## src/rtl/fifo_wptr_full.sv

```systemverilog
// Write-domain pointer, full flag, fill count and sticky overflow for the async FIFO.
// Define FIFO_ALMOST_FULL_EN to add the registered wafull output.
module fifo_wptr_full #(
    parameter int unsigned add_width          = 4,
    parameter int unsigned sync_stages        = 2,
    parameter int unsigned almost_full_thresh = 2
) (
    input  logic                 wclk,
    input  logic                 wrst_n,
    input  logic                 winc,
    input  logic [add_width:0]   rptr_gray,
    output logic [add_width-1:0] w_add,
    output logic                 wclk_en,
    output logic                 wfull,
    output logic [add_width:0]   wptr_gray,
    output logic [add_width:0]   wcount,
    output logic                 wovf,
`ifdef FIFO_ALMOST_FULL_EN
    output logic                 wafull,
`endif
    input  logic                 wovf_clr
);

    if (add_width < 2) begin : g_chk_add
        $error("add_width must be >= 2");
    end
    if (sync_stages < 2) begin : g_chk_sync
        $error("sync_stages must be >= 2");
    end
    if (almost_full_thresh > (1 << add_width)) begin : g_chk_thresh
        $error("almost_full_thresh must not exceed depth");
    end

    logic [add_width:0] sync_q [sync_stages];
    logic [add_width:0] wq_rptr;
    logic [add_width:0] wq_rbin;
    logic [add_width:0] wbin_q, wbin_d;
    logic [add_width:0] wgray_d;
    logic [add_width:0] count_d;
    logic [add_width:0] full_cmp;
    logic               wen;
    logic               wfull_d;
    logic               wovf_d;

    // Plain flop chain: any logic between stages would break the single-bit-change guarantee.
    always_ff @(posedge wclk or negedge wrst_n) begin
        if (!wrst_n) begin
            for (int i = 0; i < int'(sync_stages); i++) begin
                sync_q[i] <= '0;
            end
        end else begin
            sync_q[0] <= rptr_gray;
            for (int i = 1; i < int'(sync_stages); i++) begin
                sync_q[i] <= sync_q[i-1];
            end
        end
    end

    assign wq_rptr = sync_q[sync_stages-1];

    always_comb begin
        wq_rbin = '0;
        for (int i = 0; i <= int'(add_width); i++) begin
            wq_rbin[i] = ^(wq_rptr >> i);
        end
    end

    assign wen      = winc & ~wfull;
    assign wbin_d   = wbin_q + (add_width+1)'(wen);
    assign wgray_d  = (wbin_d >> 1) ^ wbin_d;
    assign full_cmp = {~wq_rptr[add_width:add_width-1], wq_rptr[add_width-2:0]};
    assign wfull_d  = (wgray_d == full_cmp);
    assign count_d  = wbin_d - wq_rbin;

    // Overflow set has priority over clear on the same edge.
    always_comb begin
        wovf_d = wovf;
        if (winc && wfull) begin
            wovf_d = 1'b1;
        end else if (wovf_clr) begin
            wovf_d = 1'b0;
        end
    end

    always_ff @(posedge wclk or negedge wrst_n) begin
        if (!wrst_n) begin
            wbin_q    <= '0;
            wptr_gray <= '0;
            wfull     <= 1'b0;
            wcount    <= '0;
            wovf      <= 1'b0;
        end else begin
            wbin_q    <= wbin_d;
            wptr_gray <= wgray_d;
            wfull     <= wfull_d;
            wcount    <= count_d;
            wovf      <= wovf_d;
        end
    end

    assign w_add   = wbin_q[add_width-1:0];
    assign wclk_en = wen;

`ifdef FIFO_ALMOST_FULL_EN
    localparam logic [add_width:0] Depth   = (add_width+1)'(1) << add_width;
    localparam logic [add_width:0] AfLevel = Depth - (add_width+1)'(almost_full_thresh);

    always_ff @(posedge wclk or negedge wrst_n) begin
        if (!wrst_n) begin
            wafull <= 1'b0;
        end else begin
            wafull <= (count_d >= AfLevel);
        end
    end
`endif

endmodule

```

## config.mk

```make
export PLATFORM = sky130hd
export DESIGN_NAME = fifo_wptr_full
export DESIGN_NICKNAME = d
export VERILOG_FILES = /design/src/rtl/fifo_wptr_full.sv
export SDC_FILE = /design/constraint.sdc
export NUM_CORES = 1
export LEC_CHECK = 0
export BUFFER_PORTS_ARGS = -buffer_cell sky130_fd_sc_hd__buf_2
export CAP_MARGIN = 5
export CORE_MARGIN = 4
export CORE_UTILIZATION = 50
export DETAILED_ROUTE_END_ITERATION = 12
export GPL_TIMING_DRIVEN = 0
export MAX_ROUTING_LAYER = met4
export PLACE_DENSITY = 0.74
export SKIP_LAST_GASP = 1
export SYNTH_ARGS = -nofsm -noshare
export SYNTH_HDL_FRONTEND = slang
export SYNTH_SLANG_ARGS = --single-unit
```

## constraint.sdc

```tcl
create_clock -name wclk -period 4.74 [get_ports wclk]
set_input_delay 0.948 -clock wclk [delete_from_list [all_inputs] [get_ports wclk]]
set_output_delay 0.948 -clock wclk [all_outputs]
set_load 0.1 [all_outputs]
```

-- Word level (Yosys, flattened, before mapping)
Cells that the tools add are included.
- add/subtract/negate cells: 2
- equality and inequality tests: 1
- multiplexer cells: 2
- bitwise logic cells: 4
- reduce and logical (&&, ||, !) cells: 7
- operator list (operator ; number):
    5-bit XOR reduction ; 5
    5-bit by 1-bit adder with 5-bit output ; 1
    5-bit equality test ; 1
    5-bit subtractor ; 1
    4-bit by 5-bit bitwise XOR with 5-bit output ; 1
    1-bit two-way mux ; 2
    2-bit inverter ; 1
    2-bit nonzero test ; 1
    1-bit bitwise AND ; 1
    1-bit logical AND ; 1
    1-bit inverter ; 1
- register bits after elaboration: 27
- bits of input ports: 9
- output and inout port bits: 17
- logic and storage cells: 23

-- Depth between registers and ports, before layout
- word-level depth: 5
- depth in mapped cells: 9
- gate-level depth less buffers: 9

-- Worst setup path after synthesis
OpenSTA, ideal clock, no wires.
- kind: in2reg
- start: in winc
- end: reg wcount[3]
- library setup time: 0.131 ns
- arrival: 4.087 ns
- data required time: 4.609 ns
- setup slack: 0.522 ns
- stages: 8
- path buffers: 0
- cells stage by stage: nor2b_1 > ha_1 > ha_1 > xnor2_4 > inv_1 > ha_1 > a221oi_1 > xnor2_1
- longest elaborated chain between the ends: 3
- RTL lines (what ; RTL line ; text):
    start, declared ; 10 ; input logic winc,
    1-bit bitwise AND ; 68 ; assign wen = winc & ~wfull;
    5-bit by 1-bit adder with 5-bit output ; 69 ; assign wbin_d = wbin_q + (add_width+1)'(wen);
    net wbin_d[2] ; 37 ; logic [add_width:0] wbin_q, wbin_d;
    5-bit subtractor ; 73 ; assign count_d = wbin_d - wq_rbin;
    net count_d[3] ; 39 ; logic [add_width:0] count_d;
    end signal, assigned ; 96 ; wcount <= count_d;
    end, declared ; 16 ; output logic [add_width:0] wcount,
The timed path passes the listed nets, and every way through them passes these cells.
A chain may end at the register's enable or synchronous reset.

-- Final worst setup path
- start: in winc
- end: reg wcount[4]
The elaborated chain is that of the path after synthesis.

==> results_dict.tcl <==
set metrics [dict create \
    htree_num_levels 1 \
    cts_setup_buffers 0 \
    ys_top_cells_by_area "dfrtp_1, xnor2_1, xor2_1" \
    crit_chain "buf_2, nor2b_1, ha_1, ha_1, inv_1, fa_1, inv_1, and3_4, o32a_1, o22ai_1" \
    hp-start "sync_q[7]" \
    whs_ps 362 \
    drv_cap 0 \
    yosys.area_share.simple_pct 5.95 \
    ys.warnings.count 0 \
    finalMaxSlewViolations 0 \
    status "finished, final reports clean" \
    rows 17 \
    min_path_type "reg -> reg" \
    synth.cell_area_um2 1200 \
    dp_hpwl_um 1510 \
    synth_compound_area_share_pct 7.52 \
    chipHeight_um 57.0 \
    ys_seq_area_share_pct 54.3 \
    synthAdderAreaFrac_pct 6.89 \
    muxShareOfSynthArea_pct 0 \
    die_w_um 57.0 \
    postSynthCellCount 88 \
    ant_nets 0 \
    endpoint_kind "register" \
    crit_slowest_cell "fa_1" \
    worst_slack_ps 1940 \
    io_pins 26 \
    rrSetupSlack_ps 2020 \
    start_util_pct 53.2 \
    vias 710 \
    finalSetupTns_ps 0 \
    dp_slack_ps 1600 \
    cts_buffers 3 \
    grt_pass1_wl_um 3370 \
    reg2reg_to "wcount[4]" \
    cpPeakStageDelay_ps 490 \
    postCtsHoldBufs 0 \
    io_buffers 25 \
    area_growth_syn_to_layout_pct 15.2 \
    worstReg2RegStart "wq_rptr[3]" \
    grt_antenna_before_repair 0 \
    synth_top_area_share_pct 54.3 \
    clkLatencyLatePin_ps 310 \
    synth-xor-area-share_pct 22.2 \
    grt_pass1_vias 747 \
    rr_worst_depth 9 \
    grt_overflow 0 \
    root_buffer "clkbuf_4" \
    worstPathRequired_ps 4930 \
    ys_types 28 \
    crit_arrival_ps 2990 \
    syn_nets 103 \
    ys_seq_elements 26 \
    hold_end "wq_rptr[2]" \
    worst-path-stages 10 \
    cp_top_family "adder cells" \
    rsz0062_at_grt "no" \
    ctsResizeCount 0 \
    routed_wl_um 2040 \
    path_max_fanout 7 \
    synth-edff-count 0 \
    diodes 0 \
    critPathKind "in -> reg" \
    max_freq_mhz 357 \
    finalNetCount 133 \
    grt_max_degree 27 \
    crit_buf_inv 3 \
    holdPathStages 0 \
    clock_path_buffers 2 \
    period_minus_slack_ps 2800 \
    setup_viol 0 \
    via_per_inst 4.93 \
    fin_skew_ps 1.57 \
    tightest_slew_ps 548 \
    clkTransAtPathRegs_ps 120 \
    synth_top_flop_cell "dfrtp_1" \
    first_pass_iters 4 \
    routedWlPerCell_um 14.2 \
    synth_area_leader_cell "dfrtp_1" \
    gp_congestion 0.700 \
    avgSynthCellArea_um2 13.6 \
    final_layout_size_suffix_gt1_share_pct 28.4 \
    drcViolationCount 0 \
    cp-start-kind "input pin" \
    track_usage_pct 14.1 \
    slew_headroom_pct 63.5 \
    core_area_um2 2250 \
    tritoncts "yes" \
    fp.dieArea_um2 3240 \
    clock_sinks 26 \
    async_flop_share_pct 100 \
    hold_violations 0 \
    post-route-period-util_pct 59.1 \
    synth_top_family_by_area "XOR/XNOR gates" \
    drtIter0Drc 10 \
]
[cell usage in the layout, fill, tap and decap left out]
cell,count
o22ai_1,1
inv_1,9
clkbuf_4,3
xnor2_1,10
ha_1,5
buf_2,25
and3_4,1
xnor3_2,1
xnor2_4,1
a21boi_0,1
nand2_1,3
a2111oi_2,1
dfrtp_1,26
xnor3_4,1
and3b_1,1
or3_1,1
nand3_1,2
o21ai_0,2
o211ai_1,1
a21o_1,1
o2bb2ai_1,1
xor2_1,9
buf_1,1
and3_1,1
o32a_1,1
nor3_1,1
a221oi_1,2
fa_1,1
xnor3_1,1
nor2b_1,2
[cell families after synthesis]
logic type      Yosys count
flops                    26
compound gates           11
fa+ha+maj                 6
buf+inv                  10
simple gates             12
xor+xnor                 23
[worst reg2reg max path: cells and delay by family, from the launching register on]
| kind | cells | cell delay (ps) |
|---|---|---|
| xor+xnor | 3 | 980 |
| compound gates | 2 | 500 |
| fa+ha+maj | 2 | 470 |
| flops | 1 | 450 |
| simple gates | 1 | 150 |
| buf+inv | 1 | 80 |
[registers in the layout, summed over array words and instances (netlist names)]
register	cells
sync_q	5
wbin_q	5
wcount	5
wfull	1
wovf	1
wptr_gray	4
wq_rptr	5
[per-layer routing]
metal	track usage (%)	part of all wire, %	vias up
met2	22.7	46	25
met1	17.3	45	327
met4	4.97	1.8	0
li1	-	-	353
met5	-	0	-
met3	3.62	7.0	5
[stage by stage]
stage	std cells	cell area, um2	util [%]
after CTS	144	1380	61.3
final	144	1380	61.3
after global placement	141	1360	60.3
after detailed placement	141	1360	60.3
after global routing	144	1380	61.3
after floorplan	88	1200	-
[area by class of cell]
| type | count | area [um2] |
|---|---|---|
| tap | 28 | 35.0 |
| sequential | 26 | 651 |
| multi-input combinational | 52 | 510 |
| timing repair buffer | 25 | 125 |
| buffer | 1 | 3.75 |
| clock buffer | 3 | 22.5 |
| fill | 192 | 873 |
| inverter | 9 | 33.8 |
[cells in the mapped netlist (all sizes together) (2+ instances only)]
master	number
nand2	3
ha	5
o21ai	2
a221oi	2
xnor3	3
inv	9
nor2b	2
nand3	2
xnor2	11
and3	2
xor2	9
dfrtp	26
[worst max-delay path by stage]
stage | startpoint | to
floorplan | winc | wcount[3]
global placement | winc | wcount[4]
detailed placement | winc | wcount[4]
CTS | winc | wcount[4]
global route | winc | wcount[3]
finish | winc | wcount[4]
Power is not shown: default switching activity piles up to over one toggle a cycle in this logic, so the estimate is an artifact.
